<file path="src/rtl/seg7_scan_capture_pkg.sv">
// Shared constants and types for the 7-segment scan bus capture block.
package seg7_scan_capture_pkg;

  // Segment patterns a..g on bits 6..0, active high.
  localparam logic [6:0] SEG_0     = 7'b1111110;
  localparam logic [6:0] SEG_1     = 7'b0110000;
  localparam logic [6:0] SEG_2     = 7'b1101101;
  localparam logic [6:0] SEG_3     = 7'b1111001;
  localparam logic [6:0] SEG_4     = 7'b0110011;
  localparam logic [6:0] SEG_5     = 7'b1011011;
  localparam logic [6:0] SEG_6     = 7'b1011111;
  localparam logic [6:0] SEG_7     = 7'b1110000;
  localparam logic [6:0] SEG_8     = 7'b1111111;
  localparam logic [6:0] SEG_9     = 7'b1111011;
  localparam logic [6:0] SEG_BLANK = 7'b0000000;

  localparam logic [3:0] BCD_BLANK = 4'hF;
  localparam logic [3:0] BCD_ERR   = 4'hE;

  // Rightmost digit; a frame always starts here and counts down.
  localparam logic [2:0] SEL_FIRST = 3'd5;

  typedef enum logic [1:0] {
    IDLE    = 2'd0,
    COLLECT = 2'd1,
    COMMIT  = 2'd2
  } state_t;

  // One synchronized snapshot of the scan bus.
  typedef struct packed {
    logic [2:0] sel;
    logic [6:0] seg;
    logic       dp;
  } scan_t;

endpackage

</file>
<file path="src/rtl/seg7_scan_capture_to_bcd.sv">
// Segment pattern to BCD decoder; inverse of the BCD-to-segment encoder.
// Blank is a legal pattern; anything unrecognised decodes to BCD_ERR.
module seg7_to_bcd
  import seg7_scan_capture_pkg::*;
(
  input  logic [6:0] seg,
  output logic [3:0] bcd,
  output logic       legal
);

  // Pattern lookup with an illegal-pattern fallthrough.
  always_comb begin
    bcd   = BCD_ERR;
    legal = 1'b1;
    case (seg)
      SEG_0:     bcd = 4'd0;
      SEG_1:     bcd = 4'd1;
      SEG_2:     bcd = 4'd2;
      SEG_3:     bcd = 4'd3;
      SEG_4:     bcd = 4'd4;
      SEG_5:     bcd = 4'd5;
      SEG_6:     bcd = 4'd6;
      SEG_7:     bcd = 4'd7;
      SEG_8:     bcd = 4'd8;
      SEG_9:     bcd = 4'd9;
      SEG_BLANK: bcd = BCD_BLANK;
      default:   legal = 1'b0;
    endcase
  end

endmodule

</file>
<file path="src/rtl/seg7_scan_capture.sv">
// Multiplexed 7-segment scan bus observer: synchronizes the bus, samples each
// digit once it has settled, assembles frames and publishes the displayed value
// after AGREE identical error-free frames.
module seg7_scan_capture
  import seg7_scan_capture_pkg::*;
#(
  parameter int NUM_DIGITS = 6,
  parameter int SETTLE     = 4,
  parameter int AGREE      = 2,
  parameter int TIMEOUT    = 65536
) (
  input  logic                    clk,
  input  logic                    reset,
  input  logic [2:0]              seg7_sel,
  input  logic [6:0]              seg7_out,
  input  logic                    dpt,
  output logic [4*NUM_DIGITS-1:0] digits,
  output logic [NUM_DIGITS-1:0]   dp_mask,
  output logic                    value_valid,
  output logic                    update,
  output logic                    frame_done,
  output logic                    decode_err,
  output logic                    seq_err
);

  localparam int SW = $clog2(SETTLE + 1);
  localparam int AW = $clog2(AGREE + 1);
  localparam int WW = $clog2(TIMEOUT + 1);

  localparam logic [SW-1:0] SETTLE_M1 = SW'(SETTLE - 1);
  localparam logic [SW-1:0] SETTLE_MX = SW'(SETTLE);
  localparam logic [AW-1:0] AGREE_MX  = AW'(AGREE);
  localparam logic [WW-1:0] WD_M1     = WW'(TIMEOUT - 1);
  localparam logic [WW-1:0] WD_MX     = WW'(TIMEOUT);
  localparam logic [2:0]    SEL_LAST  = 3'(6 - NUM_DIGITS);

  scan_t                          sync1, sync2, prev, last_cap;
  logic                           last_vld;
  logic [SW-1:0]                  stab_cnt;
  logic [WW-1:0]                  wd_cnt;
  logic [AW-1:0]                  agree_cnt;
  state_t                         state, state_n;
  logic [2:0]                     exp_sel;
  logic [NUM_DIGITS-1:0][3:0]     shadow, prev_good, disp;
  logic [NUM_DIGITS-1:0]          shadow_dp, prev_dp;
  logic                           err_flag;

  logic                           bus_changed, cap, wd_fire;
  logic [3:0]                     cap_bcd;
  logic                           cap_legal;
  logic [2:0]                     didx;
  logic                           start_frame, store_digit;
  logic                           same_prev, disp_differs, publish;
  logic [AW-1:0]                  agree_inc, agree_n;

  assign digits = disp;

  // Two-flop synchronizer plus one history stage for change detection.
  always_ff @(posedge clk or negedge reset) begin
    if (!reset) begin
      sync1 <= '0;
      sync2 <= '0;
      prev  <= '0;
    end else begin
      sync1 <= '{sel: seg7_sel, seg: seg7_out, dp: dpt};
      sync2 <= sync1;
      prev  <= sync2;
    end
  end

  assign bus_changed = (sync2 != prev);

  // A settled value that matches the last capture is a re-settle after a
  // glitch, not a new digit, so it is not captured again.
  assign cap     = !bus_changed && (stab_cnt == SETTLE_M1) &&
                   !(last_vld && (sync2 == last_cap));
  assign wd_fire = !cap && (wd_cnt == WD_M1);
  assign didx    = SEL_FIRST - sync2.sel;

  seg7_to_bcd u_dec (
    .seg   (sync2.seg),
    .bcd   (cap_bcd),
    .legal (cap_legal)
  );

  // Stability counter, last-capture memory and capture watchdog.
  always_ff @(posedge clk or negedge reset) begin
    if (!reset) begin
      stab_cnt <= '0;
      wd_cnt   <= '0;
      last_cap <= '0;
      last_vld <= 1'b0;
    end else begin
      if (bus_changed)              stab_cnt <= '0;
      else if (stab_cnt != SETTLE_MX) stab_cnt <= stab_cnt + 1'b1;
      if (cap)                      wd_cnt <= '0;
      else if (wd_cnt != WD_MX)     wd_cnt <= wd_cnt + 1'b1;
      if (cap) begin
        last_cap <= sync2;
        last_vld <= 1'b1;
      end
    end
  end

  // FSM state register.
  always_ff @(posedge clk or negedge reset) begin
    if (!reset) state <= IDLE;
    else        state <= state_n;
  end

  // FSM next state plus frame start/store strobes and sequence error.
  always_comb begin
    state_n     = state;
    seq_err     = 1'b0;
    start_frame = 1'b0;
    store_digit = 1'b0;
    case (state)
      IDLE: begin
        if (cap && sync2.sel == SEL_FIRST) begin
          start_frame = 1'b1;
          state_n     = (NUM_DIGITS == 1) ? COMMIT : COLLECT;
        end
      end
      COLLECT: begin
        if (cap) begin
          if (sync2.sel == exp_sel) begin
            store_digit = 1'b1;
            if (sync2.sel == SEL_LAST) state_n = COMMIT;
          end else if (sync2.sel == SEL_FIRST) begin
            start_frame = 1'b1;
            seq_err     = 1'b1;
          end else begin
            seq_err = 1'b1;
            state_n = IDLE;
          end
        end else if (wd_fire) begin
          state_n = IDLE;
        end
      end
      COMMIT:  state_n = IDLE;
      default: state_n = IDLE;
    endcase
  end

  // Frame agreement and publish decision, evaluated during COMMIT.
  always_comb begin
    same_prev    = (shadow == prev_good) && (shadow_dp == prev_dp);
    disp_differs = (shadow != disp) || (shadow_dp != dp_mask);
    agree_inc    = (agree_cnt == AGREE_MX) ? agree_cnt : agree_cnt + 1'b1;
    if (err_flag)       agree_n = '0;
    else if (same_prev) agree_n = agree_inc;
    else                agree_n = AW'(1);
    publish    = !err_flag && (agree_n == AGREE_MX);
    frame_done = (state == COMMIT);
    decode_err = frame_done && err_flag;
    update     = frame_done && publish && disp_differs;
  end

  // Shadow frame assembly, agreement tracking and published value.
  always_ff @(posedge clk or negedge reset) begin
    if (!reset) begin
      exp_sel     <= SEL_FIRST;
      shadow      <= '1;
      shadow_dp   <= '0;
      err_flag    <= 1'b0;
      prev_good   <= '1;
      prev_dp     <= '0;
      agree_cnt   <= '0;
      disp        <= '1;
      dp_mask     <= '0;
      value_valid <= 1'b0;
    end else begin
      if (start_frame) begin
        for (int k = 0; k < NUM_DIGITS; k++)
          shadow[k] <= (k == 0) ? cap_bcd : BCD_BLANK;
        shadow_dp    <= '0;
        shadow_dp[0] <= sync2.dp;
        err_flag     <= !cap_legal;
        exp_sel      <= SEL_FIRST - 3'd1;
      end else if (store_digit) begin
        for (int k = 0; k < NUM_DIGITS; k++) begin
          if (k == int'(didx)) begin
            shadow[k]    <= cap_bcd;
            shadow_dp[k] <= sync2.dp;
          end
        end
        err_flag <= err_flag | !cap_legal;
        exp_sel  <= exp_sel - 3'd1;
      end

      if (wd_fire) begin
        value_valid <= 1'b0;
        agree_cnt   <= '0;
      end

      if (state == COMMIT) begin
        agree_cnt <= agree_n;
        if (!err_flag && !same_prev) begin
          prev_good <= shadow;
          prev_dp   <= shadow_dp;
        end
        if (publish) begin
          value_valid <= 1'b1;
          if (disp_differs) begin
            disp    <= shadow;
            dp_mask <= shadow_dp;
          end
        end
      end
    end
  end

endmodule
</file>
<file path="config.mk">
export PLATFORM = sky130hd
export DESIGN_NAME = seg7_scan_capture
export DESIGN_NICKNAME = d
export VERILOG_FILES = /design/src/rtl/seg7_scan_capture_pkg.sv /design/src/rtl/seg7_scan_capture_to_bcd.sv /design/src/rtl/seg7_scan_capture.sv
export SDC_FILE = /design/constraint.sdc
export NUM_CORES = 1
export LEC_CHECK = 0
export BUFFER_PORTS_ARGS = -buffer_cell sky130_fd_sc_hd__clkbuf_2
export CAP_MARGIN = 20
export CORE_MARGIN = 5
export CORE_UTILIZATION = 40
export DETAILED_ROUTE_END_ITERATION = 6
export PLACE_DENSITY = 0.64
export SETUP_SLACK_MARGIN = 0.4
export SLEW_MARGIN = 0
export SYNTH_ARGS = -nofsm -noshare
export SYNTH_HDL_FRONTEND = slang
export SYNTH_SLANG_ARGS = --single-unit
</file>
<file path="constraint.sdc">
create_clock -name clk -period 2.2 [get_ports clk]
set_input_delay 0.22 -clock clk [delete_from_list [all_inputs] [get_ports clk]]
set_output_delay 0.22 -clock clk [all_outputs]
set_load 0.01 [all_outputs]
</file>
# Yosys cells after proc, flatten, opt, wreduce, memory -nomap -nowiden
# Index checks and enable logic that the tools add are counted.
# op_classes
add_sub_neg	5
eq_ne	35
bitwise_logic	1
muxes	51
n_reduce_logical	42
# ops
operator	n
equality test 7 bit, second input constant	8
2-to-1 mux 24 bit	2
one-hot mux 4 bit (11 select lines)	1
2-to-1 mux 17 bit	2
equality test 24 bit	1
2-to-1 mux 4 bit	6
!= test 24 bit	1
2-to-1 mux 1 bit	22
2-to-1 mux 2 bit	10
nonzero test 2 bit	10
adder 17 x 1 -> 17 bit, second input constant	1
equality test 17 x 16 -> 1 bit, second input constant	1
!= test 17 bit, second input constant	1
equality test 7 x 6 -> 1 bit, second input constant	2
AND reduction 2 bit	7
equality test 3 bit, first input constant	4
2-to-1 mux 3 bit	4
2-to-1 mux 6 bit	2
equality test 11 bit	1
logical AND 1 bit	11
!= test 11 bit	1
OR reduction 11 bit	1
!= test 4 bit, second input constant	2
zero test 7 bit	1
other kinds (23)	32
# word_totals
regBits	164
in_bits	13
wordCells	180
output_inout_bits	35

# Longest topological paths before layout
# logic_depth
word_depth	9
ltp_mapped	9
mapped_depth_nobuf	7

# Modules after synthesis
# A second synthesis with hierarchy kept.
# hier_totals
hier_cells	597
area_unflattened_um2	7669.9
# modules_own_cells
mod	area_per_inst_um2	cells_each	n_inst	seq_area_each_um2
seg7_scan_capture	7435.9	564	1	4196.5
seg7_to_bcd	234.0	33	1	0.0

# Worst setup path after synthesis
# Ideal clock, no wire load.
# synth_timing
path_type	reg-to-reg
startpoint	register sync2[8] (netlist name)
endpoint	register shadow_dp[0]
slack_ps	-89
t_required_ps	2072
synth_period_minus_slack_ps	2289
setup_ps	128
t_arrival_ps	2161
path_stages_with_launch	9
n_path_buf	3
cell_sequence	dfrtp_1 > buf_6 > xor2_2 > or4_1 > buf_2 > o31ai_4 > and3_1 > buf_4 > mux2_1
# synth_via
elab_chain_cells	9
word_cells_on_any_way	24
classes_between	1 x add/sub; 4 x eq/ne; 9 x mux; 10 x reduce/logical
# synth_rtl
element	line_no	rtl
from (decl)	seg7_scan_capture.sv:37	scan_t sync1, sync2, prev, last_cap;
from (signal assigned)	seg7_scan_capture.sv:66	sync2 <= sync1;
!= test 11 bit or equality test 11 bit (tied branches)	seg7_scan_capture.sv:71, seg7_scan_capture.sv:76	
zero test 1 bit or logical AND 1 bit (tied branches)	seg7_scan_capture.sv:75, seg7_scan_capture.sv:76	
logical AND 1 bit or zero test 1 bit (tied branches)	seg7_scan_capture.sv:75, seg7_scan_capture.sv:76	
logical AND 1 bit	seg7_scan_capture.sv:75	assign cap = !bus_changed && (stab_cnt == SETTLE_M1) &&
logical AND 1 bit	seg7_scan_capture.sv:119	if (cap && sync2.sel == SEL_FIRST) begin
2-to-1 mux 1 bit	seg7_scan_capture.sv:119	
one-hot mux 1 bit (2 select lines)	seg7_scan_capture.sv:117	case (state)
nonzero test 2 bit (no line)	-	
AND reduction 2 bit (no line)	-	
to (signal assigned)	seg7_scan_capture.sv:177	shadow_dp[0] <= sync2.dp;
to (signal, indexed assignment)	seg7_scan_capture.sv:184	shadow_dp[k] <= sync2.dp;
to (decl)	seg7_scan_capture.sv:45	logic [NUM_DIGITS-1:0] shadow_dp, prev_dp;
# Parallel ways exist; a longest one is shown, timed or not.
# A chain may end at the register's enable or synchronous reset.

# Worst setup path after layout
# layout_timing
startpoint	register prev_good[10] (netlist name)
endpoint	output port update
# layout_via
elab_chain_cells	8
# layout_rtl
element	line_no	rtl
from (decl)	seg7_scan_capture.sv:44	logic [NUM_DIGITS-1:0][3:0] shadow, prev_good, disp;
from (signal assigned)	seg7_scan_capture.sv:199	prev_good <= shadow;
equality test 24 bit	seg7_scan_capture.sv:147	same_prev = (shadow == prev_good) && (shadow_dp == prev_dp);
logical AND 1 bit	seg7_scan_capture.sv:147	
2-to-1 mux 2 bit	seg7_scan_capture.sv:151	else if (same_prev) agree_n = agree_inc;
2-to-1 mux 2 bit	seg7_scan_capture.sv:150	if (err_flag) agree_n = '0;
equality test 2 bit	seg7_scan_capture.sv:153	publish = !err_flag && (agree_n == AGREE_MX);
logical AND 1 bit	seg7_scan_capture.sv:153	
logical AND 1 bit (2 in a row)	seg7_scan_capture.sv:156	update = frame_done && publish && disp_differs;
to (decl)	seg7_scan_capture.sv:20	output logic update,
# Every way passes these cells.

==> metrics.yaml <==
placed_design:
  detailedPlacementHpwl_mm: 13.9
  dp.cells: 1076
  routabilityCongestion: 0.872
  placement.io_buffers: 47
power:
  post-layout-total-power_mw: 6.47
  maximum_vdd_ir_drop_v: 0.000520
  power_per_cell_area_nw_per_um2: 534
  p_leak_nw: 5.70
setup_path:
  setup.worst_path.start_class: "register"
  timing_worst_setup_path_type: "register to primary output"
  cpLargestDelayFamily: "simple AND/OR/NAND/NOR gates"
  arrival_ns: 2.60
  cp_num_buf_inv: 2
  worstSetupEndpointType: "primary output"
  cell_chain_critical_path: "xor2_2, nor4_4, buf_4, nand4_1, or4_4, a211oi_4, buf_2"
  setup.reg_to_reg.worst_slack_ns: -0.36
  cpPeakStageDelay_ns: 0.56
  critPathMaxFanout: 2
  critical_path.slowest_cell: "dfstp_2"
  required_time_of_the_worst_setup_path_ns: 1.98
timing:
  fin_worst_skew_ns: 0.0155
  max_freq_ghz: 0.354
  slew_headroom: 0.621
  final.period_utilization: 1.28
  least_margin_pin_slew_ns: 0.569
  min_clock_period_post_route_ns: 2.82
  setup_repair_after_global_routing_missed_its_margin: "true"
  timing.final.setup_violations: 123
  setup_slack_ns: -0.623
  finalHoldViolCount: 0
  timing_max_transition_violations_final: 0
  setup-tns-final_ns: -23.40
logic_synthesis:
  top_cell_type_by_total_area_after_synthesis: "dfrtp_1"
  netlist_area_um2: 7920
  synth_area_per_cell_um2: 11.8
  synth-edff-count: 0
  synth_nets: 694
  synth_top_area_share: 0.284
  synth-compound-area-share: 0.0870
  synth_simple_gate_area_share: 0.133
  netlist_instances: 672
  post_synth_xor_area_fraction: 0.113
  synth_flop_cell: "dfrtp_1"
  synth-adder-area-share: 0.0142
  yosys_register_bits: 164
  synth_top_family_by_area: "simple AND/OR/NAND/NOR gates"
  synth_commonest_cells: "dfrtp_1, dfstp_2, xor2_1"
  synthArstFlopShare: 1.00
  syn_warnings: 0
  synth.top_cells.by_area: "dfrtp_1, dfstp_2, mux2_2"
  synth.lib_cells_used.distinct: 60
  synth.area.mux_share: 0.0938
  synth_sequential_area_ratio: 0.530
  yosys.cell_count.top_type: "dfrtp_1"
route:
  route.detailed.wl_per_inst_um: 20.5
  dr.pass1.iters: 7
  drc: 0
  first_iter_violations: 659
  vias: 6560
  detail_route.vias_per_cell: 5.49
  total_length_of_routed_wires_mm: 24.5
  antenna_left: 0
clock_tree:
  clock-root-buffer: "clkbuf_16"
  tritoncts.num_buffers: 17
  clock_insertion_delay_worst_skew_ns: 0.43
  ctsLongestPathBuffers: 2
  htreeDepth: 4
  clock_tree_from_tritoncts: "yes"
  cts.reportedPaths.clkPinSlew_ns: 0.07
  cts_sinks: 164
global_route:
  global_route.usage.total: 0.207
  grt_max_degree: 59
  grt_pass1_vias: 6716
  grt.overflow.total: 0
  grt_pass1_wl_mm: 36.2
  grt_antenna_before_repair: 0
status:
  violations: "negative setup slack"
  run_status: "finished, violations left"
cells_and_area:
  layout.filler_cells: 1388
  final_cells: 1194
  layout.nets: 938
  antenna_cells_inserted: 0
  area.growth.synth_to_final_pct: 53.0
  layout-drive-gt1-share: 0.589
floorplanning:
  start_util: 0.407
  i_o_pins: 48
  die_y_um: 151
  coreArea_um2: 19500
  num_rows: 51
  die_width_um: 151
  floorplan.die_area_um2: 22700
job:
  maxCapViolations: 0
hold_path:
  min_path_type: "input port to async pin"
what timing repair did:
action                                  4_1_cts  5_1_grt
hold buffers                                 12        0
buffers inserted                             42       20
hold endpoints to repair                     29        0
cloned                                       10        2
resized for setup                           132       89
endpoints found under the setup margin      130      130
pin swaps                                    31       34
area by class of cell:
type / instances / area (um^2) / share of cell area
Clock buffer: 21 / 482 / 0.0397
Clock inverter: 11 / 110 / 0.00908
Inverter: 20 / 75.1 / 0.00619
Multi-Input combinational cell: 454 / 4460 / 0.368
Sequential cell: 164 / 4200 / 0.347
Tap cell: 265 / 332 / 0.0273
Timing Repair Buffer: 259 / 2470 / 0.204
where the power goes:
part / switching, mW / internal, mW / leakage, nW
logic: 0.219 / 0.168 / 3.48
registers: 0.0225 / 3.05 / 1.93
clock network: 1.30 / 1.71 / 0.296
stage by stage:
| stage | hold WS (ns) | instance area [um^2] | utilization | setup WS (ns) |
|---|---|---|---|---|
| floorplan | -0.0756 | 8190 | - | 0.0135 |
| global placement | 0.228 | 9570 | 0.492 | -0.303 |
| detailed placement | 0.235 | 9570 | 0.492 | -0.294 |
| CTS | 0.349 | 11400 | 0.585 | -0.609 |
| global route | 0.357 | 12100 | 0.623 | -0.729 |
| finish | 0.342 | 12100 | 0.623 | -0.623 |
cells in the final DEF, fill, tap and decap left out, types with 10 or more instances in the layout:
cell type	instances
clkbuf_2	44
dfrtp_1	86
xnor2_1	18
nand2_1	32
dlygate4sd3_1	12
a21oi_2	12
mux2_2	30
buf_4	125
nor4_1	15
buf_16	10
mux2_4	36
a31oi_4	11
inv_1	20
clkbuf_16	19
buf_12	15
nand4_1	13
buf_6	46
nand3_1	13
nor2_1	17
a31oi_1	23
xor2_1	68
dfstp_2	74
kinds of logic after synthesis:
| kind of cell | Yosys count |
|---|---|
| fa+ha+maj | 9 |
| xor+xnor | 101 |
| compound gates | 95 |
| buf+inv | 54 |
| flops | 164 |
| simple gates | 183 |
| mux | 66 |
final timing paths:
check,startpoint,to,cells past startpoint
setup / recovery,prev_good[10],update,7
hold / removal,reset,dp_mask[3],2
setup reg to reg,prev_good[10],prev_good[13],11
hold reg to reg,sync1[9],sync2[9],0
max in group asynchronous,reset,digits[18],3
min in group clk,sync1[9],sync2[9],0
state kept, by name, summed over array words and instances (netlist names):
name,flops
shadow_dp,6
prev,11
agree_cnt,2
last_cap,11
digits,24
sync1,11
prev_dp,6
value_valid,1
state,2
shadow,24
exp_sel,3
last_vld,1
dp_mask,6
err_flag,1
sync2,11
prev_good,24
wd_cnt,17
stab_cnt,3
metal layers:
metal | GRT usage | routed length, um
met5 | 0 | 0
met4 | 0.0784 | 1060
met2 | 0.361 | 12600
met1 | 0.252 | 9490
met3 | 0.0433 | 1310
No activity file was read; power rests on OpenSTA's default activity.
